[src/rtl/decode_stage.sv]
// RV32I decode stage: combinational decode of the incoming fetch word, captured
// into a two-entry (main + skid) buffer so that inReady comes straight from a flop.
package decode_stage_pkg;
    typedef enum logic [2:0] {
        INST_TYPE_R,
        INST_TYPE_I,
        INST_TYPE_S,
        INST_TYPE_B,
        INST_TYPE_U,
        INST_TYPE_J
    } InstructionType;

    typedef struct packed {
        logic [31:0]    inst;
        logic [31:0]    pc;
        InstructionType itype;
        logic [31:0]    imm;
        logic [4:0]     rd;
        logic [4:0]     rs1;
        logic [4:0]     rs2;
        logic           illegal;
    } entry_t;
endpackage

// Immediate generator: RV32I immediate layout selected by instruction format.
module imm_gen
    import decode_stage_pkg::*;
(
    input  logic [31:0]    inst,
    input  InstructionType inst_type,
    output logic [31:0]    imm
);
    // Reassemble and sign-extend the immediate bits for the given format.
    always_comb begin
        imm = 32'd0;
        case (inst_type)
            INST_TYPE_I: imm = {{20{inst[31]}}, inst[31:20]};
            INST_TYPE_S: imm = {{20{inst[31]}}, inst[31:25], inst[11:7]};
            INST_TYPE_B: imm = {{19{inst[31]}}, inst[31], inst[7], inst[30:25], inst[11:8], 1'b0};
            INST_TYPE_U: imm = {inst[31:12], 12'd0};
            INST_TYPE_J: imm = {{11{inst[31]}}, inst[31], inst[19:12], inst[20], inst[30:21], 1'b0};
            default:     imm = 32'd0;
        endcase
    end
endmodule

module decode_stage
    import decode_stage_pkg::*;
#(
    parameter logic [31:0] NOP_INST = 32'h00000013
) (
    input  logic           clk,
    input  logic           rstN,
    input  logic           flush,
    decode_stage_if.slave  bus,
    output InstructionType instructionType,
    output logic [31:0]    imm,
    output logic [4:0]     rd,
    output logic [4:0]     rs1,
    output logic [4:0]     rs2,
    output logic           illegal
);

    InstructionType dec_type;
    logic           dec_illegal;
    logic [31:0]    dec_imm;
    entry_t         dec_entry;

    entry_t         main_q;
    entry_t         skid_q;
    logic           main_valid;
    logic           skid_valid;

    logic           accept;
    logic           drain;

    // Opcode classification; unknown opcodes decode as I-format and are flagged.
    always_comb begin
        dec_type    = INST_TYPE_I;
        dec_illegal = 1'b0;
        case (bus.inInst[6:0])
            7'b0110011: dec_type = INST_TYPE_R;
            7'b0010011,
            7'b0000011,
            7'b1100111,
            7'b1110011: dec_type = INST_TYPE_I;
            7'b0100011: dec_type = INST_TYPE_S;
            7'b1100011: dec_type = INST_TYPE_B;
            7'b0110111,
            7'b0010111: dec_type = INST_TYPE_U;
            7'b1101111: dec_type = INST_TYPE_J;
            default: begin
                dec_type    = INST_TYPE_I;
                dec_illegal = 1'b1;
            end
        endcase
    end

    imm_gen imm_gen_submodule (
        .inst      (bus.inInst),
        .inst_type (dec_type),
        .imm       (dec_imm)
    );

    // Bundle the decoded fields for capture into either buffer entry.
    always_comb begin
        dec_entry         = '0;
        dec_entry.inst    = bus.inInst;
        dec_entry.pc      = bus.inPc;
        dec_entry.itype   = dec_type;
        dec_entry.imm     = dec_imm;
        dec_entry.rd      = bus.inInst[11:7];
        dec_entry.rs1     = bus.inInst[19:15];
        dec_entry.rs2     = bus.inInst[24:20];
        dec_entry.illegal = dec_illegal;
    end

    // Ready depends only on the skid flop, so no combinational path from outReady.
    assign accept = bus.inValid & ~skid_valid;
    assign drain  = main_valid & bus.outReady;

    // Main/skid buffer update; flush discards everything including this cycle's accept.
    always_ff @(posedge clk or negedge rstN) begin
        if (!rstN) begin
            main_valid <= 1'b0;
            skid_valid <= 1'b0;
            main_q     <= '0;
            skid_q     <= '0;
        end else if (flush) begin
            main_valid <= 1'b0;
            skid_valid <= 1'b0;
        end else if (!main_valid || drain) begin
            if (skid_valid) begin
                main_q     <= skid_q;
                main_valid <= 1'b1;
                skid_valid <= accept;
                if (accept) begin
                    skid_q <= dec_entry;
                end
            end else begin
                main_valid <= accept;
                if (accept) begin
                    main_q <= dec_entry;
                end
            end
        end else if (accept) begin
            skid_q     <= dec_entry;
            skid_valid <= 1'b1;
        end
    end

    // Present main when valid; otherwise a NOP with neutral fields so stale data never leaks.
    always_comb begin
        bus.inReady  = ~skid_valid;
        bus.outValid = main_valid;
        if (main_valid) begin
            bus.outInst     = main_q.inst;
            bus.outPc       = main_q.pc;
            instructionType = main_q.itype;
            imm             = main_q.imm;
            rd              = main_q.rd;
            rs1             = main_q.rs1;
            rs2             = main_q.rs2;
            illegal         = main_q.illegal;
        end else begin
            bus.outInst     = NOP_INST;
            bus.outPc       = 32'd0;
            instructionType = INST_TYPE_I;
            imm             = 32'd0;
            rd              = 5'd0;
            rs1             = 5'd0;
            rs2             = 5'd0;
            illegal         = 1'b0;
        end
    end

endmodule

[src/rtl/decode_stage_if.sv]
// Fetch-to-decode and decode-to-execute handshake bus.
// The stage side uses the slave modport; the surrounding pipeline uses the master modport.
interface decode_stage_if;
    logic        inValid;
    logic        inReady;
    logic [31:0] inInst;
    logic [31:0] inPc;
    logic        outValid;
    logic        outReady;
    logic [31:0] outInst;
    logic [31:0] outPc;

    modport master (
        output inValid,
        output inInst,
        output inPc,
        output outReady,
        input  inReady,
        input  outValid,
        input  outInst,
        input  outPc
    );

    modport slave (
        input  inValid,
        input  inInst,
        input  inPc,
        input  outReady,
        output inReady,
        output outValid,
        output outInst,
        output outPc
    );
endinterface

[src/flat_wrapper.sv]
// flat-port wrapper written by rule: the top's interface ports become plain ports
module decode_stage_flat import decode_stage_pkg::*;
#(
    parameter logic [31:0] NOP_INST = 32'h00000013
)
  (clk, rstN, flush, instructionType, imm, rd, rs1, rs2, illegal, bus_inValid, bus_inInst, bus_inPc, bus_outReady, bus_inReady, bus_outValid, bus_outInst, bus_outPc);
  decode_stage_if bus_i ();
  input  logic clk;
  input  logic rstN;
  input  logic flush;
  output InstructionType instructionType;
  output logic [31:0] imm;
  output logic [4:0] rd;
  output logic [4:0] rs1;
  output logic [4:0] rs2;
  output logic illegal;
  input wire logic [$bits(bus_i.inValid)-1:0] bus_inValid;
  input wire logic [$bits(bus_i.inInst)-1:0] bus_inInst;
  input wire logic [$bits(bus_i.inPc)-1:0] bus_inPc;
  input wire logic [$bits(bus_i.outReady)-1:0] bus_outReady;
  output wire logic [$bits(bus_i.inReady)-1:0] bus_inReady;
  output wire logic [$bits(bus_i.outValid)-1:0] bus_outValid;
  output wire logic [$bits(bus_i.outInst)-1:0] bus_outInst;
  output wire logic [$bits(bus_i.outPc)-1:0] bus_outPc;
  assign bus_i.inValid = bus_inValid;
  assign bus_i.inInst = bus_inInst;
  assign bus_i.inPc = bus_inPc;
  assign bus_i.outReady = bus_outReady;
  assign bus_inReady = bus_i.inReady;
  assign bus_outValid = bus_i.outValid;
  assign bus_outInst = bus_i.outInst;
  assign bus_outPc = bus_i.outPc;
  decode_stage #(.NOP_INST(NOP_INST)) u_core (.clk(clk), .rstN(rstN), .flush(flush), .bus(bus_i), .instructionType(instructionType), .imm(imm), .rd(rd), .rs1(rs1), .rs2(rs2), .illegal(illegal));
endmodule
[config.mk]
export PLATFORM = sky130hd
export DESIGN_NAME = decode_stage_flat
export DESIGN_NICKNAME = d
export VERILOG_FILES = /design/src/rtl/decode_stage.sv /design/src/rtl/decode_stage_if.sv /design/src/flat_wrapper.sv
export SDC_FILE = /design/constraint.sdc
export NUM_CORES = 1
export LEC_CHECK = 0
export BUFFER_PORTS_ARGS = -buffer_cell sky130_fd_sc_hd__buf_2
export CAP_MARGIN = 20
export CORE_AREA = 2 2 133 135
export CTS_BUF_LIST = sky130_fd_sc_hd__clkbuf_8
export CTS_CLUSTER_SIZE = 8
export DETAILED_ROUTE_END_ITERATION = 16
export DIE_AREA = 0 0 135 137
export PLACE_DENSITY = 0.84
export SKIP_CTS_REPAIR_TIMING = 1
export SLEW_MARGIN = 20
export SYNTH_ARGS = -nofsm -noshare
export SYNTH_HDL_FRONTEND = slang
export SYNTH_SLANG_ARGS = --single-unit
[constraint.sdc]
create_clock -name clk -period 2.4 [get_ports clk]
set_input_delay 0.24 -clock clk [delete_from_list [all_inputs] [get_ports clk]]
set_output_delay 0.24 -clock clk [all_outputs]
set_load 0.02 [all_outputs]
==> metrics.txt <==
# TYPE chip_impl_metric gauge
chip_impl_info{name="outcome",value="complete, but fails checks"} 1
chip_impl_info{name="failed_checks",value="hold timing"} 1
chip_impl_metric{name="hpwlAfterDp",unit="mm"} 15.9
chip_impl_metric{name="viasPerCell",unit=""} 5.43
chip_impl_metric{name="grtUsageMet2",unit=""} 0.429
chip_impl_metric{name="max_freq",unit="MHz"} 445
chip_impl_metric{name="finalMaxSlewViolations",unit=""} 0
chip_impl_info{name="crit-reg2reg-capture",value="u_core.main_q[25]"} 1
chip_impl_metric{name="cell_count_after_synthesis",unit=""} 1047
chip_impl_metric{name="maxCapViolations",unit=""} 0
chip_impl_metric{name="synth_compound_gate_area_share",unit=""} 0.119
chip_impl_metric{name="timing.reg2reg.setup_slack",unit="ns"} 0.45
chip_impl_metric{name="gr-usage-all-layers",unit=""} 0.262
chip_impl_metric{name="finalSetupViolations",unit=""} 0
chip_impl_metric{name="cts.reportedPaths.clkPinSlew",unit="ns"} 0.06
chip_impl_info{name="predominant_post_synthesis_flop_cell",value="sky130_fd_sc_hd__dfrtp_1"} 1
chip_impl_metric{name="floorplan.initialDensity",unit=""} 0.561
chip_impl_info{name="layout_commonest_cell",value="sky130_fd_sc_hd__nand2_1"} 1
chip_impl_metric{name="fin_worst_skew",unit="ns"} 0.0224
chip_impl_metric{name="stdcell_area",unit="mm²"} 0.0119
chip_impl_metric{name="boundaryPins",unit=""} 186
chip_impl_metric{name="final_layout_size_suffix_gt1_frac",unit=""} 0.227
chip_impl_metric{name="met3_global_route_usage",unit=""} 0.0559
chip_impl_metric{name="average_instance_area_after_synthesis",unit="µm²"} 9.14
chip_impl_metric{name="seqPwrFrac",unit=""} 0.497
chip_impl_metric{name="grt_remaining_overflow",unit=""} 0
chip_impl_metric{name="core_area",unit="mm²"} 0.0171
chip_impl_metric{name="filler_cell_count",unit=""} 1345
chip_impl_metric{name="worst_relative_slew_slack",unit=""} 0.434
chip_impl_metric{name="intPower",unit="mW"} 6.29
chip_impl_metric{name="critical_path_depth",unit=""} 3
chip_impl_metric{name="synth_adder_area_share",unit=""} 0.00131
chip_impl_metric{name="hold_ws",unit="ns"} -0.0101
chip_impl_metric{name="r2r_cells",unit=""} 5
chip_impl_metric{name="core.rowCount",unit=""} 48
chip_impl_metric{name="power_switching_share",unit=""} 0.294
chip_impl_info{name="combinational_family_with_the_most_area_after_synthesis",value="simple AND/OR/NAND/NOR gates"} 1
chip_impl_metric{name="post_synth_instance_area",unit="mm²"} 0.00957
chip_impl_metric{name="cts.path.max_buffers",unit=""} 3
chip_impl_metric{name="wire_length_of_the_first_global_routing_pass",unit="mm"} 38.5
chip_impl_metric{name="required",unit="ns"} 2.16
chip_impl_metric{name="synth-async-reset-ratio",unit=""} 1.00
chip_impl_metric{name="clock_insertion_delay_at_the_later_pin_of_the_skew_report",unit="ns"} 0.51
chip_impl_info{name="cts_root_buffer",value="sky130_fd_sc_hd__clkbuf_8"} 1
chip_impl_metric{name="post_synth_and_or_nand_nor_area_fraction",unit=""} 0.236
chip_impl_metric{name="post_drt_wl_per_cell",unit="µm"} 16.4
chip_impl_info{name="cp-startpoint",value="u_core.bus.outValid"} 1
chip_impl_info{name="hold_class",value="primary input to flip-flop"} 1
chip_impl_metric{name="count_of_yosys_warnings_during_synthesis",unit=""} 0
chip_impl_info{name="critical_path.slowest_cell",value="sky130_fd_sc_hd__buf_4"} 1
chip_impl_metric{name="count_of_tritonroute_iterations_in_the_first_routing_pass",unit=""} 8
chip_impl_metric{name="drt_first_iter_violations",unit=""} 555
chip_impl_metric{name="flow.area_growth_from_synthesis",unit="%"} 24.3
chip_impl_metric{name="synth-edff-count",unit=""} 0
chip_impl_metric{name="cp_data_arrival_time",unit="ns"} 2.01
chip_impl_metric{name="placed_cells",unit=""} 1412
chip_impl_metric{name="diodes",unit=""} 0
chip_impl_info{name="cts_tree",value="yes"} 1
chip_impl_metric{name="die_area",unit="mm²"} 0.0185
chip_impl_info{name="global_route.peak_usage_layer",value="met2"} 1
chip_impl_metric{name="grt.met1_usage",unit=""} 0.350
chip_impl_metric{name="max-vdd-ir-drop",unit="µV"} 732
chip_impl_metric{name="maximum_number_of_pins_on_one_net_before_global_route_repair",unit=""} 103
chip_impl_metric{name="ant_nets",unit=""} 0
chip_impl_metric{name="total_switching_power",unit="mW"} 2.61
chip_impl_metric{name="mappedNetlistNets",unit=""} 1117
chip_impl_metric{name="gp_routability_congestion",unit=""} 0.907
chip_impl_info{name="timing.critical_path.max_delay_family",value="buffers and inverters"} 1
chip_impl_metric{name="pwr-share-clk",unit=""} 0.327
chip_impl_info{name="cp-endpoint",value="imm[23]"} 1
chip_impl_metric{name="combPwrFrac",unit=""} 0.176
chip_impl_metric{name="routed_wirelength",unit="mm"} 24.8
chip_impl_info{name="worstSetupEndpointType",value="output port"} 1
chip_impl_metric{name="register_bit_count_reported_by_yosys",unit=""} 202
chip_impl_metric{name="total_power",unit="mW"} 8.90
chip_impl_metric{name="path_max_fanout",unit=""} 102
chip_impl_metric{name="fp.dieH",unit="µm"} 137
chip_impl_metric{name="cellPowerDensity",unit="mW/mm²"} 749
chip_impl_metric{name="period_share",unit=""} 0.936
chip_impl_metric{name="final_cell_count_no_fill",unit=""} 1513
chip_impl_metric{name="synth_seq_area_share",unit=""} 0.528
chip_impl_metric{name="antenna_found_initial",unit=""} 0
chip_impl_metric{name="drcViolationCount",unit=""} 0
chip_impl_metric{name="final_period_minus_worst_setup_slack",unit="ns"} 2.25
chip_impl_metric{name="worst_slew_pin_slew",unit="ns"} 0.849
chip_impl_metric{name="tritoncts.num_buffers",unit=""} 34
chip_impl_metric{name="nNetsFinal",unit=""} 1339
chip_impl_info{name="crit_path_start_kind",value="flip-flop"} 1
chip_impl_metric{name="dieWidth",unit="µm"} 135
chip_impl_info{name="final_cell_mix",value="293 x sky130_fd_sc_hd__nand2_1, 200 x sky130_fd_sc_hd__dfrtp_1, 184 x sky130_fd_sc_hd__buf_2, 96 x sky130_fd_sc_hd__and2_1, 93 x sky130_fd_sc_hd__o21ai_0"} 1
chip_impl_metric{name="num_vias",unit=""} 8211
chip_impl_metric{name="ctsHtreeMaxLevel",unit=""} 2
chip_impl_metric{name="port_buffers",unit=""} 185
chip_impl_info{name="crit_chain",value="buf_4 -> and2_1 -> buf_2"} 1
chip_impl_metric{name="stage_delay_of_the_slowest_cell_on_the_critical_path",unit="ns"} 0.66
chip_impl_info{name="criticalPathCategory",value="flip-flop to output port"} 1
chip_impl_metric{name="synth_xor_xnor_area_share",unit=""} 0.000915
chip_impl_metric{name="cts.sink_count",unit=""} 202
chip_impl_metric{name="timing.final.hold_violations",unit=""} 1
chip_impl_metric{name="p_leak",unit="nW"} 5.86
chip_impl_metric{name="first_global_vias",unit=""} 7648
chip_impl_info{name="r2r_start",value="u_core.bus.outValid"} 1
chip_impl_metric{name="critPathBufInv",unit=""} 2
chip_impl_metric{name="synth_mux_area_frac",unit=""} 0.0694
chip_impl_info{name="rsz0062_at_grt",value="no"} 1
chip_impl_metric{name="synth.distinct_cells",unit=""} 48
chip_impl_metric{name="standard_cell_area_after_detailed_placement",unit="mm²"} 0.0108
## synthesized netlist by cell type (4+ instances only)
master,instances,share of area
sky130_fd_sc_hd__a221o_1,6,0.0063
sky130_fd_sc_hd__nor2_1,50,0.020
sky130_fd_sc_hd__nor3_1,23,0.012
sky130_fd_sc_hd__o2bb2ai_1,4,0.0037
sky130_fd_sc_hd__a21oi_1,33,0.017
sky130_fd_sc_hd__dfrtp_1,202,0.53
sky130_fd_sc_hd__buf_2,4,0.0021
sky130_fd_sc_hd__and2_1,96,0.063
sky130_fd_sc_hd__mux2i_1,63,0.066
sky130_fd_sc_hd__nand2_1,294,0.12
sky130_fd_sc_hd__a22o_1,6,0.0055
sky130_fd_sc_hd__buf_4,15,0.012
sky130_fd_sc_hd__and3_1,16,0.010
sky130_fd_sc_hd__a211oi_1,21,0.016
sky130_fd_sc_hd__o21ai_0,93,0.049
sky130_fd_sc_hd__a22oi_1,4,0.0031
sky130_fd_sc_hd__buf_1,6,0.0024
sky130_fd_sc_hd__nand2b_1,5,0.0033
sky130_fd_sc_hd__clkbuf_1,61,0.024
## worst min-delay path by stage
stage	start	endpoint	slack, ns	cells after the start
after floorplan	rstN	u_core.bus.outValid	-0.06	0
after global placement	rstN	u_core.main_q[99]	0.20	1
after detailed placement	rstN	u_core.main_q[99]	0.21	1
after CTS	rstN	u_core.main_q[33]	-0.34	1
after global routing	bus_inInst[29]	u_core.skid_q[112]	0.006	3
final	bus_inInst[10]	u_core.skid_q[93]	-0.01	3
## power by group through the flow
stage | Combinational, mW | Clock (mW) | Sequential (mW)
finish | 1.57 | 2.91 | 4.42
global route | 1.76 | 3.11 | 4.50
CTS | 1.52 | 2.96 | 4.41
detailed placement | 1.50 | 0 | 4.47
global placement | 1.44 | 0 | 4.43
floorplan | 1.02 | 0 | 4.36
## routing by layer
layer / routed length, µm / vias up / share of wire
met5: 0 / - / 0
met1: 10600 / 3956 / 0.43
li1: - / 3910 / -
met3: 1630 / 59 / 0.066
met2: 12000 / 286 / 0.48
met4: 660 / 0 / 0.027
## worst reg2reg max path: cells and delay by family, from the launching register on
kind,cells,cell delay (ns)
AOI/OAI and AO/OA,2,0.80
DFF,1,0.39
and+or+nand+nor,3,0.70
## metrics by stage
step | TNS (ns) | hold WS, ns | setup WS, ns | util
after CTS | 0 | -0.335 | 0.143 | 0.670
after global routing | 0 | 0.00582 | 0.0317 | 0.697
after global placement | -5.90 | 0.201 | -0.160 | 0.633
final | 0 | -0.0101 | 0.153 | 0.697
after detailed placement | -9.16 | 0.210 | -0.216 | 0.633
after floorplan | -10.81 | -0.0556 | -0.241 | -
## sequential cells by signal, indices dropped and copies added (netlist names)
signal,cells
u_core.main_q,100
u_core.skid_valid,1
u_core.skid_q,100
u_core.bus.outValid,1
## cell type report
| type | count | area, µm² | area share |
|---|---|---|---|
| Timing Repair Buffer | 275 | 1760 | 0.148 |
| Clock inverter | 16 | 92.6 | 0.00779 |
| Multi-Input combinational cell | 753 | 4150 | 0.349 |
| Tap cell | 225 | 282 | 0.0237 |
| Sequential cell | 202 | 5060 | 0.426 |
| Inverter | 3 | 11.3 | 0.000947 |
| Clock buffer | 39 | 537 | 0.0451 |
## logic make-up (layout without fill, tap and decap cells)
kind of cell | count (synthesis) | in the layout
fa+ha+maj | 1 | 1
mux | 66 | 66
compound gates | 183 | 183
xor+xnor | 1 | 1
simple gates | 502 | 502
flops | 202 | 202
buf+inv | 92 | 333
Power figures use the tool's default switching activity.
